<file path="src/rtl/canon_pkg.sv">
// canon_pkg: shared pitch table and duration helpers for the canon sequencer.
// Divider values assume the 36 MHz project clock.
package canon_pkg;

  localparam int N_PITCH = 18;

  localparam logic [15:0] PITCH_TABLE [N_PITCH] = '{
    16'd0,   16'd568, 16'd506, 16'd477, 16'd425, 16'd379,
    16'd357, 16'd318, 16'd283, 16'd252, 16'd238, 16'd212,
    16'd189, 16'd178, 16'd158, 16'd141, 16'd125, 16'd118
  };

  localparam logic [1:0] DUR_LONG  = 2'b10;
  localparam logic [2:0] MASK_LONG = 3'b111;

  function automatic logic [2:0] dur_mask_from_code(
    input logic [1:0] code
  );
    return (code == DUR_LONG) ? MASK_LONG : {1'b0, code};
  endfunction

  // Codes past the end of the table fall through to silence.
  function automatic logic [15:0] pitch_div(
    input logic [4:0] pitch
  );
    logic [15:0] div;
    div = '0;
    for (int i = 0; i < N_PITCH; i++) begin
      if (pitch == 5'(i)) div = PITCH_TABLE[i];
    end
    return div;
  endfunction

endpackage

</file>
<file path="src/rtl/canon_voice.sv">
// canon_voice: one canon voice -- note index, active flag and the
// duration mask that gates advancing on beat ticks.
module canon_voice
  import canon_pkg::*;
#(
  parameter int IDX_W = 9
) (
  input  logic             clk,
  input  logic             rst,
  input  logic             restart_i,
  input  logic             first_i,
  input  logic             enter_i,
  input  logic             tick_i,
  input  logic [2:0]       sub_beat_i,
  input  logic [IDX_W-1:0] loop_start_i,
  input  logic [IDX_W-1:0] loop_end_i,
  input  logic             mask_we_i,
  input  logic [1:0]       dur_code_i,
  output logic [IDX_W-1:0] idx_o,
  output logic             active_o
);

  logic [IDX_W-1:0] idx_q, idx_d;
  logic             active_q, active_d;
  logic [2:0]       mask_q, mask_d;
  logic             hold;

  assign hold = |(sub_beat_i & mask_q);

  always_comb begin
    idx_d    = idx_q;
    active_d = active_q;
    mask_d   = mask_q;
    if (mask_we_i) mask_d = dur_mask_from_code(dur_code_i);
    if (restart_i) begin
      idx_d    = loop_start_i;
      active_d = first_i;
    end else if (enter_i) begin
      idx_d    = loop_start_i;
      active_d = 1'b1;
    end else if (tick_i && active_q && !hold) begin
      idx_d = (idx_q == loop_end_i) ? loop_start_i
                                    : idx_q + IDX_W'(1);
    end
  end

  always_ff @(posedge clk or posedge rst) begin
    if (rst) begin
      idx_q    <= '0;
      active_q <= 1'b0;
      mask_q   <= '0;
    end else begin
      idx_q    <= idx_d;
      active_q <= active_d;
      mask_q   <= mask_d;
    end
  end

  assign idx_o    = idx_q;
  assign active_o = active_q;

endmodule

</file>
<file path="src/rtl/canon_sequencer.sv">
// canon_sequencer: N staggered canon voices sharing one note ROM and a
// time-multiplexed divider bus (slot -> ROM -> divider, 2-cycle latency).
module canon_sequencer
  import canon_pkg::*;
#(
  parameter int N_VOICES    = 4,
  parameter int IDX_W       = 9,
  parameter int DIV_W       = 10,
  parameter int BEAT_W      = 22,
  parameter int ENTRY_BEATS = 8,
  localparam int SEL_W = (N_VOICES > 1) ? $clog2(N_VOICES) : 1
) (
  input  logic             clk,
  input  logic             rst,
  input  logic             start,
  input  logic             pause,
  input  logic [IDX_W-1:0] loop_start,
  input  logic [IDX_W-1:0] loop_end,
  output logic [IDX_W-1:0] rom_addr,
  input  logic [6:0]       rom_data,
  output logic [DIV_W-1:0] divider,
  output logic [SEL_W-1:0] voice_sel,
  output logic             divider_valid,
  output logic             tick,
  output logic             playing
);

  localparam int ENT_MAX = (N_VOICES - 1) * ENTRY_BEATS;
  localparam int ENT_W   = $clog2(ENT_MAX + 2);

  logic             playing_q;
  logic [SEL_W-1:0] slot_q, slot_d;
  logic [BEAT_W-1:0] beat_q, beat_d;
  logic [2:0]       sub_q, sub_d;
  logic [ENT_W-1:0] entry_q, entry_d, entry_nx;
  logic             run, tick_w, entry_inc;

  logic [IDX_W-1:0] rom_addr_q;
  logic [SEL_W-1:0] slot_a_q, slot_r_q, voice_sel_q;
  logic             vld_a_q, vld_r_q, divider_valid_q;
  logic [DIV_W-1:0] divider_q;

  logic [IDX_W-1:0] idx_w [N_VOICES];
  logic             act_w [N_VOICES];
  logic [IDX_W-1:0] idx_sel;
  logic             act_r;

  assign run       = playing_q && !pause && !start;
  assign tick_w    = run && (beat_q == '1);
  assign entry_inc = tick_w && (entry_q != ENT_W'(ENT_MAX));
  assign entry_nx  = entry_q + ENT_W'(1);

  always_comb begin
    slot_d  = slot_q;
    beat_d  = beat_q;
    sub_d   = sub_q;
    entry_d = entry_q;
    if (start) begin
      slot_d  = '0;
      beat_d  = '0;
      sub_d   = '0;
      entry_d = '0;
    end else if (playing_q) begin
      slot_d = (slot_q == SEL_W'(N_VOICES - 1)) ? '0
                                                : slot_q + SEL_W'(1);
      if (run)       beat_d  = beat_q + BEAT_W'(1);
      if (tick_w)    sub_d   = sub_q + 3'd1;
      if (entry_inc) entry_d = entry_nx;
    end
  end

  always_comb begin
    idx_sel = '0;
    act_r   = 1'b0;
    for (int v = 0; v < N_VOICES; v++) begin
      if (slot_q == SEL_W'(v))   idx_sel = idx_w[v];
      if (slot_r_q == SEL_W'(v)) act_r   = act_w[v];
    end
  end

  for (genvar v = 0; v < N_VOICES; v++) begin : g_voice
    logic enter;
    if (v == 0) begin : g_lead
      assign enter = 1'b0;
    end else begin : g_follow
      assign enter = entry_inc &&
                     (entry_nx == ENT_W'(v * ENTRY_BEATS));
    end
    canon_voice #(.IDX_W(IDX_W)) u_voice (
      .clk          (clk),
      .rst          (rst),
      .restart_i    (start),
      .first_i      (v == 0),
      .enter_i      (enter),
      .tick_i       (tick_w),
      .sub_beat_i   (sub_q),
      .loop_start_i (loop_start),
      .loop_end_i   (loop_end),
      .mask_we_i    (vld_r_q && (slot_r_q == SEL_W'(v))),
      .dur_code_i   (rom_data[6:5]),
      .idx_o        (idx_w[v]),
      .active_o     (act_w[v])
    );
  end

  always_ff @(posedge clk or posedge rst) begin
    if (rst) begin
      playing_q <= 1'b0;
      slot_q    <= '0;
      beat_q    <= '0;
      sub_q     <= '0;
      entry_q   <= '0;
    end else begin
      playing_q <= playing_q || start;
      slot_q    <= slot_d;
      beat_q    <= beat_d;
      sub_q     <= sub_d;
      entry_q   <= entry_d;
    end
  end

  // The pipeline keeps cycling through pause; only the divider is muted.
  always_ff @(posedge clk or posedge rst) begin
    if (rst) begin
      rom_addr_q      <= '0;
      slot_a_q        <= '0;
      vld_a_q         <= 1'b0;
      slot_r_q        <= '0;
      vld_r_q         <= 1'b0;
      divider_q       <= '0;
      voice_sel_q     <= '0;
      divider_valid_q <= 1'b0;
    end else begin
      if (playing_q) begin
        rom_addr_q <= idx_sel;
        slot_a_q   <= slot_q;
      end
      vld_a_q         <= playing_q;
      slot_r_q        <= slot_a_q;
      vld_r_q         <= vld_a_q;
      divider_q       <= (vld_r_q && act_r && !pause)
                         ? DIV_W'(pitch_div(rom_data[4:0])) : '0;
      voice_sel_q     <= vld_r_q ? slot_r_q : '0;
      divider_valid_q <= vld_r_q;
    end
  end

  assign rom_addr      = rom_addr_q;
  assign divider       = divider_q;
  assign voice_sel     = voice_sel_q;
  assign divider_valid = divider_valid_q;
  assign tick          = tick_w;
  assign playing       = playing_q;

endmodule
</file>
<file path="config.mk">
export PLATFORM = sky130hd
export DESIGN_NAME = canon_sequencer
export DESIGN_NICKNAME = d
export VERILOG_FILES = /design/src/rtl/canon_pkg.sv /design/src/rtl/canon_voice.sv /design/src/rtl/canon_sequencer.sv
export SDC_FILE = /design/constraint.sdc
export NUM_CORES = 1
export LEC_CHECK = 0
export BUFFER_PORTS_ARGS = -buffer_cell sky130_fd_sc_hd__buf_2
export CORE_MARGIN = 1
export CORE_UTILIZATION = 55
export DETAILED_ROUTE_END_ITERATION = 8
export PLACE_DENSITY = 0.75
export SYNTH_ARGS = -nofsm -noshare
export SYNTH_HDL_FRONTEND = slang
export SYNTH_SLANG_ARGS = --single-unit
export TNS_END_PERCENT = 20
</file>
<file path="constraint.sdc">
create_clock -name clk -period 4.3 [get_ports clk]
set_input_delay 0.86 -clock clk [delete_from_list [all_inputs] [get_ports clk]]
set_output_delay 0.86 -clock clk [all_outputs]
set_load 0.005 [all_outputs]
</file>
After elaboration in Yosys (flattened, before gate mapping)
Cells that the tools add are included.
W data, S select, Z words.
{"block": "classes", "shifts": 0, "n_eq_ne": 33, "n_mux": 61, "bitwise_logic": 4, "n_reduce_logical": 48, "addsub": 8, "mul": 0, "div": 0, "magnitude_cmp": 0}
{"op": "$mux W10", "count": 18}
{"op": "$mux W9", "count": 19}
{"op": "$mux W22", "count": 3}
{"op": "$eq A5 B4 Y1 const B", "count": 9}
{"op": "$add A9 B1 Y9 const B", "count": 4}
{"op": "$eq A9 B9 Y1", "count": 4}
{"op": "$add A22 B1 Y22 const B", "count": 1}
{"op": "$eq A22 B22 Y1 const B", "count": 1}
{"op": "$logic_and A1 B1 Y1", "count": 21}
{"op": "$eq A5 B3 Y1 const B", "count": 4}
{"op": "$eq A5 B5 Y1 const B", "count": 4}
{"op": "$reduce_bool A2 Y1", "count": 8}
{"op": "$mux W5", "count": 3}
{"op": "$and A3 B3 Y3", "count": 4}
{"op": "$mux W3", "count": 4}
{"op": "$reduce_or A3 Y1", "count": 4}
{"op": "$eq A2 B2 Y1 const B", "count": 5}
{"op": "$eq A5 B2 Y1 const B", "count": 2}
{"op": "$mux W1", "count": 10}
{"op": "$reduce_bool A3 Y1", "count": 3}
{"op": "$mux W2", "count": 4}
{"op": "$logic_not A1 Y1", "count": 6}
{"op": "$reduce_and A2 Y1", "count": 3}
{"op": "$add A5 B1 Y5 const B", "count": 1}
{"op": "7 further kinds", "count": 9}
{"block": "word_totals", "output_inout_bits": 24, "ram_bits": 0, "romBits": 0, "regBits": 113, "latch_bits": 0, "word_cells": 179, "n_memories": 0}

Longest topological paths before layout
Gate-level depths: netlist of run 1.
{"block": "logic_depth", "depth_word": 19, "depth_mapped": 10, "depth_no_buf": 8}

Cells and area by module
A second synthesis of run 1 with hierarchy kept.
{"block": "hier_totals", "hier_cells": 756, "hier_area_um2": 7138.1}
{"mod": "canon_voice", "cells_per_inst": 94, "area_per_inst_um2": 902.1, "instances": 4}
{"mod": "canon_sequencer", "cells_per_inst": 380, "area_per_inst_um2": 3529.6, "instances": 1}

Least setup slack after synthesis of run 1
Ideal clock, no wire load.
{"block": "synth_path", "kind": "input -> register", "start": "in pause", "end": "reg g_voice[3].u_voice.idx_q[0]", "cell_stages": 8, "n_path_buf": 2, "setup_slack_ns": 1.473, "arrival_ns": 2.703, "required_time_ns": 4.176, "cell_sequence": "nand3b_2 -> or4_4 -> buf_6 -> nor4_4 -> a21o_2 -> buf_6 -> nor3b_1 -> a211o_1"}
{"block": "synth_via", "elab_chain_cells": 8}
{"element": "start: declaration", "line_no": "canon_sequencer.sv:16", "text": "input logic pause,"}
{"element": "$logic_not A1 Y1 (*)", "line_no": "canon_sequencer.sv:48", "text": "assign run = playing_q && !pause && !start;"}
{"element": "$logic_and A1 B1 Y1 (*) (2 in a row)", "line_no": "canon_sequencer.sv:48"}
{"element": "$logic_and A1 B1 Y1 (*)", "line_no": "canon_sequencer.sv:49", "text": "assign tick_w = run && (beat_q == '1);"}
{"element": "$logic_and A1 B1 Y1", "line_no": "canon_sequencer.sv:50", "text": "assign entry_inc = tick_w && (entry_q != ENT_W'(ENT_MAX));"}
{"element": "$logic_and A1 B1 Y1", "line_no": "canon_sequencer.sv:86", "text": "assign enter = entry_inc &&"}
{"element": "$mux W9", "line_no": "canon_voice.sv:38", "text": "end else if (enter_i) begin"}
{"element": "$mux W9", "line_no": "canon_voice.sv:35", "text": "if (restart_i) begin"}
{"element": "end signal: assignment", "line_no": "canon_voice.sv:53", "text": "idx_q <= idx_d;"}
{"element": "end: declaration", "line_no": "canon_voice.sv:23", "text": "logic [IDX_W-1:0] idx_q, idx_d;"}
Mark *: on every way between the ends. The rest lies on a longest branch, timed or not.
A chain may end at the register's enable or synchronous reset.

Worst setup path after layout of run 1
{"block": "layout_path", "start": "reg beat_q[0]", "end": "out tick"}
{"block": "layout_via", "elab_chain_cells": 2}
{"element": "start: declaration", "line_no": "canon_sequencer.sv:33", "text": "logic [BEAT_W-1:0] beat_q, beat_d;"}
{"element": "start signal: assignment", "line_no": "canon_sequencer.sv:116", "text": "beat_q <= beat_d;"}
{"element": "$eq A22 B22 Y1", "line_no": "canon_sequencer.sv:49"}
{"element": "$logic_and A1 B1 Y1", "line_no": "canon_sequencer.sv:49"}
{"element": "end: declaration", "line_no": "canon_sequencer.sv:24", "text": "output logic tick,"}
No other way between the ends.

==> results of run 1 <==
[logic make-up after synthesis]
family | count (synthesis) | synth area share
AND/OR/NAND/NOR | 277 | 0.211
XOR/XNOR | 60 | 0.0785
buffers and inverters | 68 | 0.0426
multiplexers | 21 | 0.0336
AO/OA/AOI/OAI | 193 | 0.188
adder cells (fa/ha/maj) | 13 | 0.0243
flip-flops | 113 | 0.422
[per-stage QoR]
stage / area (sq um) / cells / power (mW)
floorplan: 6700 / 745 / 1.61
global placement: 7000 / 905 / 1.75
detailed placement: 7000 / 905 / 1.77
CTS: 7650 / 937 / 3.32
global route: 7650 / 937 / 3.45
finish: 7650 / 937 / 3.32
[cell type report]
cell class | count | area, sq um
fill | 912 | 4010
inverter | 27 | 104
sequential | 113 | 2830
timing repair buffer | 58 | 305
clock inverter | 14 | 210
tap | 143 | 179
multi-input combinational | 564 | 3580
clock buffer | 18 | 439
[per-layer routing]
layer	up-vias	wire length [um]	GRT usage
li1	2736	-	-
met2	241	7720	0.436
met3	45	1240	0.0486
met5	-	0	0
met4	0	541	0.140
met1	2788	7550	0.405
[sequential cells by signal, indices dropped and copies added (netlist names)]
signal,count
voice_sel,2
beat_q,22
divider,10
entry_q,5
g_voice.u_voice.mask_q,12
vld_a_q,1
playing,1
slot_a_q,2
rom_addr,9
g_voice.u_voice.idx_o,36
slot_r_q,2
g_voice.u_voice.active_o,4
sub_q,3
vld_r_q,1
divider_valid,1
slot_q,2
[power by group through the flow]
| stage | clock network, mW | logic (mW) | registers (mW) |
|---|---|---|---|
| after floorplan | 0 | 0.349 | 1.26 |
| after global placement | 0 | 0.450 | 1.30 |
| after detailed placement | 0 | 0.466 | 1.30 |
| after CTS | 1.56 | 0.472 | 1.29 |
| after global routing | 1.61 | 0.530 | 1.31 |
| final | 1.55 | 0.474 | 1.29 |
[cells in the final DEF (no fill, tap or decap), types with 5 or more instances in the layout]
cell type	n
mux2_2	8
inv_1	26
o22ai_1	11
nor3_1	11
xnor2_1	29
a22oi_1	11
dfrtp_1	113
nor4_1	6
nor2b_1	6
o21ai_0	39
clkinv_2	5
xor2_1	31
ha_1	13
a21oi_1	57
a211oi_1	8
or3_1	5
and3_1	9
nor2_1	91
clkbuf_16	17
mux2i_1	12
a2bb2oi_1	11
o21a_1	5
a31oi_1	9
nand4_1	12
nand3_1	25
buf_4	6
or2_2	6
nand2_1	63
o22a_1	12
nand3b_1	5
bufinv_16	5
nand2b_1	9
buf_2	52
[critical path, stage by stage, from the launching register on]
cell and delay, ns:
dfrtp_1 0.41, ha_1 0.27, nand3b_2 0.13, or4_1 0.60, nor2_4 0.15, buf_2 0.14
[worst paths after layout]
| path | to | depth (start not counted) |
|---|---|---|
| setup reg to reg | g_voice[3].u_voice.idx_o[8] | 7 |
| min in group asynchronous | slot_q[1] | 2 |
| hold reg to reg | vld_r_q | 0 |
| setup / recovery | tick | 5 |
| hold / removal | vld_r_q | 0 |
| max in group asynchronous | g_voice[1].u_voice.idx_o[2] | 3 |
==> flow_summary.yaml, run 1 <==
run_status:
  run_status: "complete, no violations"
timing:
  clock.fmax_mhz: 336
  relSlewSlack: 0.308
  final.period_utilization: 0.692
  final-setup-viol-count: 0
  hold_viol: 0
  timing.final.ws_setup_ns: 1.32
  worst_slew_pin_slew_ns: 1.03
  totalNegativeSetupSlack_ns: 0
  grt_setup_unrepaired: "false"
  finalHoldWorstSlack_ns: 0.346
  fin_worst_skew_ns: 0.00681
  finalWorstPathRequiredPeriod_ns: 2.98
  max_slew_violation_count: 0
clock_network:
  cts.reportedPaths.clkPinSlew_ns: 0.05
  clkLatencyLatePin_ns: 0.41
  max-clock-path-buffers: 2
  ctsHtreeMaxLevel: 4
  cts_root_buf: "clkbuf_16"
  cts_inserted_buffers: 17
  resized_gates_after_cts: 0
  tritoncts_num_sinks: 113
  cts_setup_buffers: 0
  cts_tree: "done"
  hold_buffer_count_at_cts: 0
power_and_ir_drop:
  power.clock.fraction: 0.468
  pwr_density_cell_nw_per_um2: 434
  power.combinational.fraction: 0.143
  power_switching_uw: 898
  pwr-share-seq: 0.389
  sw_frac_of_total: 0.271
  leakage_nw: 3.33
  vdd_drop_max_mv: 0.291
  cellInternalPower_mw: 2.42
worst_setup_path:
  critical_path.startpoint_type: "flop"
  end_kind: "output pin"
  worstSetupStartpoint: "beat_q[0]"
  critical_path_peak_fanout: 4
  timing.critical_path.arrival_ns: 2.12
  crit_type: "reg -> out"
  worst_r2r_startpoint: "beat_q[0]"
  cp_data_required_time_ns: 3.44
  ff2ff_setup_slack_ns: 1.42
route:
  first_pass_iteration_count_of_the_detailed_router: 5
  dr.first_iter.drc_count: 447
  drcViolationCount: 0
  route.final.wire_length_um: 17100
  detail_route.wl_per_cell_um: 18.2
  antenna_violating_nets_post_route: 0
  route.vias.total: 5810
  vias_per_cell: 6.20
min_path:
  min_from: "vld_a_q"
  worstHoldPathType: "reg -> reg"
die:
  die_height_um: 112
  dieWidth_um: 112
  rows: 39
  core_region_area_sq_um: 11700
  floorplan.initialDensity: 0.574
  boundaryPins: 53
  dieArea_sq_um: 12600
yosys:
  synth_nets: 787
  seq_area_frac_synth: 0.422
  netlist_top_cells_area: "dfrtp_1, nor2_1, a21oi_1, xor2_1, xnor2_1"
  synthesis.area_per_instance_sq_um: 8.99
  synth_area_sq_um: 6700
  post_synth_most_frequent_cells: "dfrtp_1, nor2_1, nand2_1"
  async_flop_share: 1.00
  post_synth_edffs: 0
  cell_taking_the_most_area_after_synthesis: "dfrtp_1"
  synth.ff_latch_count: 113
  postSynth.topFlopCell: "dfrtp_1"
  post_synth_num_cell_types: 75
  synth_cells: 745
  synth_top_cell_area_share: 0.422
  synth_warnings: 0
  count_leader_synth: "dfrtp_1"
place:
  dpl_hpwl_um: 11900
  gp_congestion: 0.951
  dp_slack_ns: 1.04
  port-buffer-count: 52
layout:
  antennaDiodeCount: 0
  design.final.nets: 823
  share_of_layout_cells_above_drive_strength_1: 0.165
  final_core_util: 0.656
  flow.area_growth_from_synthesis_pct: 14.2
global_route:
  grt_max_degree: 77
  overflow_left_after_global_routing: 0
  number_of_antenna_violations_at_the_first_check_in_global_routing: 0
  grt_first_pass_wirelength_um: 27900
  grtUsageTotal: 0.289
  grt_pass1_vias: 5508
flow_run:
  cap_viol_max_count: 0
Note: power is estimated with default switching activity, not from simulation.
==> run 2: changes to the inputs <==
--- a/config.mk
+++ b/config.mk
@@ -9,7 +9,7 @@
 export CORE_MARGIN = 1
 export CORE_UTILIZATION = 55
 export DETAILED_ROUTE_END_ITERATION = 8
-export PLACE_DENSITY = 0.75
+export PLACE_DENSITY = 0.78
 export SYNTH_ARGS = -nofsm -noshare
 export SYNTH_HDL_FRONTEND = slang
 export SYNTH_SLANG_ARGS = --single-unit
==> constraint.sdc (replaced) <==
create_clock -name clk -period 2.61 [get_ports clk]
set_input_delay 0.522 -clock clk [delete_from_list [all_inputs] [get_ports clk]]
set_output_delay 0.522 -clock clk [all_outputs]
set_load 0.005 [all_outputs]
==> run 2 against run 1 <==
Against the previous run: the run now ends with DRC left; routed wire length increased by 3.9%; total power up 67%; first-iteration DRC count up 28%; clock skew is 0.0033 ns higher.
==> flow_summary.yaml, run 2 (synthesis gave the netlist of run 1 again) <==
run_status:
  run_status: "complete, but fails checks"
  violations: "DRC"
global_route:
  grt_max_degree: 37
  grtUsageTotal: 0.301
  overflow_left_after_global_routing: 0
  grt_first_pass_wirelength_um: 29200
  grt_pass1_vias: 5867
  number_of_antenna_violations_at_the_first_check_in_global_routing: 0
layout:
  antennaDiodeCount: 0
  most-common-layout-cells: "dfrtp_1, nor2_1, nand2_1"
  final_common_cell: "dfrtp_1"
  design.final.nets: 838
  number_of_flip_flops_under_the_largest_register_name: 36
  share_of_layout_cells_above_drive_strength_1: 0.183
  flow.area_growth_from_synthesis_pct: 16.9
  final_core_util: 0.671
die:
  floorplan.initialDensity: 0.574
  core_region_area_sq_um: 11700
  dieArea_sq_um: 12600
  rows: 39
  die_height_um: 112
  dieWidth_um: 112
  boundaryPins: 53
route:
  route.vias.total: 5928
  dr.first_iter.drc_count: 570
  antenna_violating_nets_post_route: 0
  drcViolationCount: 1
  vias_per_cell: 6.23
  route.final.wire_length_um: 17700
  detail_route.wl_per_cell_um: 18.6
  first_pass_iteration_count_of_the_detailed_router: 7
worst_setup_path:
  critical_path_peak_fanout: 4
  critical_path.startpoint_type: "flop"
  critical_path.reg2reg.endpoint: "g_voice[3].u_voice.idx_o[8]"
  worstPathCellList: "ha_4, nand3b_2, or4_4, nor2_4, buf_2"
  end_kind: "output pin"
  worst_path_max_stage_delay_ns: 0.56
  ff2ff_setup_slack_ns: 0.13
  worst_r2r_startpoint: "beat_q[0]"
  r2r.worst_path.cells: 7
  timing.critical_path.arrival_ns: 1.98
  crit_type: "reg -> out"
  timing.critical_path.slowest_stage_cell: "or4_4"
  cp_data_required_time_ns: 2.09
min_path:
  worstHoldPathType: "in -> async"
timing:
  timing.final.ws_setup_ns: 0.108
  final.period_utilization: 0.958
  finalHoldWorstSlack_ns: 0.226
  finalWorstPathRequiredPeriod_ns: 2.50
  totalNegativeSetupSlack_ns: 0
  max_slew_violation_count: 0
  hold_viol: 0
  relSlewSlack: 0.498
  clock.fmax_mhz: 400
  fin_worst_skew_ns: 0.0101
  worst_slew_pin_slew_ns: 0.747
  final-setup-viol-count: 0
clock_network:
  clkLatencyLatePin_ns: 0.42
  ctsHtreeMaxLevel: 4
  cts_root_buf: "clkbuf_16"
  cts_setup_buffers: 0
  cts_inserted_buffers: 17
  cts_tree: "done"
  tritoncts_num_sinks: 113
  cts.reportedPaths.clkPinSlew_ns: 0.05
  max-clock-path-buffers: 2
place:
  port-buffer-count: 52
  gp_congestion: 0.981
  dpl_hpwl_um: 12400
  dp_slack_ns: 0.0167
power_and_ir_drop:
  pwr_density_cell_nw_per_um2: 708
  design_power_total_mw: 5.54
  leakage_nw: 3.41
  vdd_drop_max_mv: 0.529
flow_run:
  cap_viol_max_count: 0
run 2: cell types whose count changed in the layout (fill, tap and decap cells not counted), sizes merged:
| cell | change |
|---|---|
| inv | -3 |
| clkinv | -2 |
| clkinvlp | +1 |
| buf | +15 |
| clkbuf | +4 |
run 2: stage by stage:
stage          instances  cell area, sq um
6_report             952              7830
4_1_cts              952              7810
5_1_grt              952              7830
3_3_place_gp         920              7140
2_1_floorplan        745              6700
3_5_place_dp         920              7140
run 2: cell type report:
type	count	area, sq um
well taps	143	179
multi-input cells	564	3610
flip-flops and latches	113	2830
clock buffers	22	484
repair buffers	73	443
inverters	27	105
clock inverters	10	179
fillers	870	3830
run 2: report_power, final:
| part | switching [mW] | internal, mW | total (mW) |
|---|---|---|---|
| logic | 0.461 | 0.352 | 0.813 |
| clock network | 0.802 | 1.79 | 2.59 |
| registers | 0.205 | 1.93 | 2.14 |
| total | 1.47 | 4.07 | 5.54 |
run 2: worst max-delay path, delay by kind of cell (launching register included):
family,cells,cell delay (ns)
fa+ha+maj,1,0.18
flops,1,0.43
buf+inv,1,0.15
simple gates,3,0.81
run 2: timing repair:
item | in CTS | in global routing
hold buffers | 0 | 0
cloned | 0 | 0
setup endpoints to repair | 1 | 12
gates resized for setup | 1 | 4
pin swaps | 0 | 1
run 2: per-layer routing:
layer  up-vias  share of wire  wire length [um]  GRT usage
met3        53          0.078              1390     0.0729
met2       254           0.47              8290      0.465
met1      2867           0.42              7450      0.396
met5         -              0                 0          0
li1       2754              -                 -          -
met4         0          0.033               588      0.156
run 2: worst max-delay path by stage:
stage | slack [ns] | to | cells after the start | startpoint
global route | -0.005 | g_voice[3].u_voice.idx_o[8] | 9 | beat_q[1]
global placement | 0.09 | g_voice[3].u_voice.idx_o[2] | 7 | pause
finish | 0.11 | tick | 5 | beat_q[0]
detailed placement | 0.02 | g_voice[2].u_voice.idx_o[2] | 7 | pause
floorplan | 0.12 | g_voice[3].u_voice.idx_o[0] | 8 | pause
CTS | 0.05 | tick | 5 | beat_q[0]
